File: src/rtl/cache_lru_state.sv
// Per-set 4-way LRU matrix store with victim selection.
// Two-stage pipeline: S0 issues the array read, S1 picks the way and writes back the updated matrix.
module cache_lru_state #(
  parameter int INDEX_WIDTH = 6
) (
  input  logic                   clk,
  input  logic                   rst_n,
  output logic                   init_busy,
  input  logic                   req_valid,
  output logic                   req_ready,
  input  logic [INDEX_WIDTH-1:0] req_index,
  input  logic                   req_hit,
  input  logic [1:0]             req_way,
  output logic                   resp_valid,
  output logic [1:0]             resp_way,
  output logic [INDEX_WIDTH-1:0] resp_index
);

  localparam int LINES = 2 ** INDEX_WIDTH;

  typedef enum logic {
    INIT,
    RUN
  } state_t;

  state_t                 state;
  logic [INDEX_WIDTH-1:0] c;

  logic [15:0]            mem [LINES];
  logic [15:0]            rd_data;

  logic                   s1_valid;
  logic [INDEX_WIDTH-1:0] s1_index;
  logic                   s1_hit;
  logic [1:0]             s1_way;
  logic                   use_bypass;
  logic [15:0]            bypass;

  logic                   accept;
  logic [15:0]            cur_matrix;
  logic [2:0]             pop [4];
  logic [2:0]             best;
  logic [1:0]             victim;
  logic [1:0]             sel_way;
  logic [15:0]            new_matrix;

  logic                   mem_we;
  logic [INDEX_WIDTH-1:0] mem_waddr;
  logic [15:0]            mem_wdata;

  assign accept = req_valid & req_ready;

  // A same-index request right behind S1 would read the pre-write value, so it takes the bypass copy.
  always_comb begin
    cur_matrix = use_bypass ? bypass : rd_data;
    for (int r = 0; r < 4; r++) begin
      pop[r] = {2'b00, cur_matrix[4*r]}   + {2'b00, cur_matrix[4*r+1]} +
               {2'b00, cur_matrix[4*r+2]} + {2'b00, cur_matrix[4*r+3]};
    end
    victim = 2'd0;
    best   = pop[0];
    for (int r = 1; r < 4; r++) begin
      if (pop[r] < best) begin
        best   = pop[r];
        victim = 2'(r);
      end
    end
    sel_way = s1_hit ? s1_way : victim;
    new_matrix = cur_matrix;
    for (int r = 0; r < 4; r++) begin
      for (int b = 0; b < 4; b++) begin
        if (r == int'(sel_way)) begin
          new_matrix[4*r+b] = (b != r);
        end else if (b == int'(sel_way)) begin
          new_matrix[4*r+b] = 1'b0;
        end
      end
    end
  end

  always_comb begin
    mem_we    = 1'b0;
    mem_waddr = s1_index;
    mem_wdata = new_matrix;
    if (state == INIT) begin
      mem_we    = 1'b1;
      mem_waddr = c;
      mem_wdata = 16'h0000;
    end else if (s1_valid) begin
      mem_we = 1'b1;
    end
  end

  // The matrix array has no reset; the post-reset sweep clears it.
  always_ff @(posedge clk) begin
    if (mem_we) begin
      mem[mem_waddr] <= mem_wdata;
    end
    rd_data <= mem[req_index];
  end

  always_ff @(posedge clk or negedge rst_n) begin
    if (!rst_n) begin
      state      <= INIT;
      c          <= '0;
      init_busy  <= 1'b1;
      req_ready  <= 1'b0;
      s1_valid   <= 1'b0;
      s1_index   <= '0;
      s1_hit     <= 1'b0;
      s1_way     <= 2'd0;
      use_bypass <= 1'b0;
      bypass     <= 16'h0000;
      resp_valid <= 1'b0;
      resp_way   <= 2'd0;
      resp_index <= '0;
    end else begin
      unique case (state)
        INIT: begin
          c <= c + 1'b1;
          if (c == INDEX_WIDTH'(LINES - 1)) begin
            state     <= RUN;
            init_busy <= 1'b0;
            req_ready <= 1'b1;
          end
        end
        RUN: begin
          state <= RUN;
        end
        default: begin
          state <= INIT;
        end
      endcase

      s1_valid <= accept;
      if (accept) begin
        s1_index   <= req_index;
        s1_hit     <= req_hit;
        s1_way     <= req_way;
        use_bypass <= s1_valid && (req_index == s1_index);
        bypass     <= new_matrix;
      end

      resp_valid <= s1_valid;
      if (s1_valid) begin
        resp_way   <= sel_way;
        resp_index <= s1_index;
      end
    end
  end

endmodule

File: config.mk
export PLATFORM = sky130hd
export DESIGN_NAME = cache_lru_state
export DESIGN_NICKNAME = d
export VERILOG_FILES = /design/src/rtl/cache_lru_state.sv
export SDC_FILE = /design/constraint.sdc
export NUM_CORES = 1
export LEC_CHECK = 0
export CAP_MARGIN = 20
export CORE_UTILIZATION = 55
export DETAILED_ROUTE_END_ITERATION = 16
export GPL_TIMING_DRIVEN = 0
export PLACE_DENSITY = 0.74
export SYNTH_ARGS = -nofsm -noshare
export SYNTH_HDL_FRONTEND = slang
export SYNTH_SLANG_ARGS = --single-unit
File: constraint.sdc
create_clock -name clk -period 8.47 [get_ports clk]
set_input_delay 1.694 -clock clk [delete_from_list [all_inputs] [get_ports clk]]
set_output_delay 1.694 -clock clk [all_outputs]
set_load 0.005 [all_outputs]
==> results by group <==
Final layout
  • Most frequent cells in the layout: 1024 x edfxtp_1, 268 x mux4_2, 107 x clkbuf_16
  • Layout Cells excl Fill: 3354
  • Share of layout cells above drive strength 1: 29.4%
  • Commonest non-fill, non-tap cell in the layout: edfxtp_1
  • Fin nets: 2267
  • Area grow syn2layout: 15.8%

Worst setup path
  • R2r endpoint: mem[43][7]
  • Crit-path most repeated cell: ha_1
  • Reg2Reg Depth: 27
  • Worst Setup Start Kind: flop
  • Crit path capture: mem[43][7]
  • Setup crit end kind: flop
  • Max stage delay on crit path: 0.91 ns
  • R2R setup slack: 0.80 ns
  • Crit Path Max Fanout: 33
  • Reg2reg start: use_bypass
  • Critical Path AT: 8.16 ns
  • WP data required: 8.95 ns
  • Crit path from: use_bypass
  • Slowest stage cell, crit path: a21oi_4
  • Worst setup path class: reg -> reg

Worst hold path
  • Hold Path Stages: 2
  • HP Class: reg -> reg

Power
  • Tot Pwr: 11.0 mW
  • Lkg Pwr: 13.0 nW
  • PwrDens: 223 mW/mm2
  • VDD IR max: 0.192 mV

Synth
  • Yosys cell types: 56
  • Largest family of logic cells by synthesized area: multiplexers
  • Synthesized area per cell: 21.0 um2
  • Post-synthesis adder-cell area fraction: 0.691%
  • Register bit total from synthesis: 1085
  • Top cells by area, synth: edfxtp_1 73%, mux4_2 14%, dfrtp_1 2.6%
  • Post-synthesis mux area share: 16.0%
  • Seq/Total Area, Yosys: 76.0%
  • Number of synthesized flops with an enable pin: 1024
  • Synth Area in XOR/XNOR: 0.228%
  • Post-synthesis compound-gate area fraction: 2.82%
  • Top_reg_cell synth: edfxtp_1
  • Post-Synthesis Cell Area: 0.0423 mm2
  • Top cell type by total area after synthesis: edfxtp_1
  • Mapped Cells: 2013
  • Async SR Flop Fraction: 4.15%
  • Post-synth top area share: 72.6%
  • Synth Area in Simple Gates: 2.75%
  • Syn. warnings: 0
  • Syn_nets: 2046

Drt
  • Routed WL: 109000 um
  • DRC violation count after routing: 0
  • DR WL/cell: 32.6 um
  • DRT Pass-1 Iters: 6
  • Post-DRT Antenna Nets: 0
  • Vias per cell: 6.63
  • Vias: 22200
  • Starting DRT DRC Count: 3377

Clock tree
  • Clock sink count: 1085
  • CTS Buf Count: 105
  • CTS Root Cell: clkbuf_16
  • Hold_buf cts: 0
  • H-tree Lvls: 3
  • TritonCTS clock tree: built
  • Post-CTS setup buffers: 0
  • Clock-pin slew on the worst setup and hold paths: 0.06 ns
  • Post-CTS sizing: 0
  • CTS Buffer Depth: 3
  • Worst skew pair latency: 0.68 ns

STA
  • # setup viols final: 0
  • Fin. Hold Viols: 0
  • Share of the clock period used by the worst path: 90.6%
  • Pins Over Slew Limit: 0
  • Unrepaired setup endpoints after global routing: false
  • Worst slew pin tran: 1.20 ns
  • Hold slack: 0.490 ns
  • Min Tclk post-route: 7.67 ns
  • Max Freq: 0.130 GHz
  • Final setup margin: 0.798 ns
  • Rel. slew slack: 19.8%
  • Final Skew: 0.0301 ns

Place
  • Dpl hpwl: 72500 um
  • Cells after DPL: 3157
  • RD Place Congestion: 0.926
  • I/O Buffers: 19
  • Pre-CTS setup slack: 0.932 ns

GRT
  • First-pass GRT wire length: 158000 um
  • Global route total overflow: 0
  • Pin count of the biggest net entering global routing: 49
  • Initial antenna violation count: 4
  • GRT Total Usage: 28.7%
  • Vias in the first global route: 22400

Floorplan
  • Starting Density: 55.7%
  • Die area: 0.0781 mm2
  • # IOs: 23
  • Die W: 279 um
  • Die H: 279 um
  • Row count: 101
  • Core ar.: 0.0761 mm2

Run
  • Max-cap viol count: 0

Outcome
  • Status: complete, no violations
==> per-layer routing <==
metal	part of all wire, %	global-route usage (%)	vias up
met1	35	38.2	11500
met3	12	6.61	315
met5	0.011	0	-
met2	48	45.6	1620
met4	5.0	13.3	2
li1	-	-	8809
==> through the flow <==
| stage | instance area (um2) | util [%] | setup TNS (ns) |
|---|---|---|---|
| 6_report | 49000 | 64.4 | 0 |
| 2_1_floorplan | 42300 | - | 0 |
| 4_1_cts | 49000 | 64.4 | 0 |
| 5_1_grt | 49000 | 64.4 | 0 |
| 3_5_place_dp | 45600 | 59.9 | 0 |
| 3_3_place_gp | 43800 | 57.6 | -1884.74 |
==> power by group <==
group,internal (mW),switching (mW)
Combinational,0.164,0.338
Clock,2.66,2.01
Sequential,5.78,0.00136
==> critical path: cells and delay by family, from the launching register on <==
family | cells | cell delay [ns]
adder cells (fa/ha/maj) | 6 | 1.67
AO/OA/AOI/OAI | 6 | 1.82
buffers and inverters | 7 | 1.95
flip-flops | 1 | 0.32
AND/OR/NAND/NOR | 6 | 0.85
multiplexers | 2 | 0.84
==> cells by family (layout without fill, tap and decap cells) <==
logic type	Yosys count	after routing
AOI/OAI and AO/OA	183	183
buffers and inverters	119	429
xor gates and xnor gates	11	11
muxes	331	331
adders and majority gates	21	21
and+or+nand+nor	263	263
DFF	1085	1085
other	0	1
==> state kept, by name (all words and copies together), names as in the netlist <==
name        count
s1_valid        1
bypass         16
mem          1024
state           1
req_ready       1
s1_index        6
rd_data        16
use_bypass      1
resp_valid      1
resp_index      6
resp_way        2
c               6
s1_way          2
init_busy       1
s1_hit          1
==> synth_stat cells (all sizes together), types with 12 or more instances <==
master	n
nor3	18
o21ai	41
dfxtp	16
mux2	36
edfxtp	1024
buf	61
nor2	106
nand2b	12
dfrtp	44
o22ai	45
nand2	81
mux4	272
ha	17
clkbuf	42
a21oi	19
inv	16
mux2i	23
a22oi	24
==> worst min path at each step <==
stage / from / end
4_1_cts: bypass[10] / bypass[10]
3_3_place_gp: bypass[6] / bypass[6]
3_5_place_dp: bypass[15] / bypass[15]
2_1_floorplan: s1_valid / resp_valid
5_1_grt: s1_valid / resp_valid
6_report: bypass[10] / bypass[10]
==> area by class of cell <==
| cell class | instances | area, um2 |
|---|---|---|
| Sequential cell | 1085 | 32200 |
| Fill cell | 4796 | 27100 |
| Multi-Input combinational cell | 809 | 9800 |
| Clock buffer | 128 | 2760 |
| Timing Repair Buffer | 114 | 1690 |
| Tap cell | 1030 | 1290 |
| Clock inverter | 68 | 667 |
| Buffer | 103 | 562 |
| Inverter | 16 | 60.1 |
| Antenna cell | 1 | 2.50 |
No activity file was read; power rests on OpenSTA's default activity.
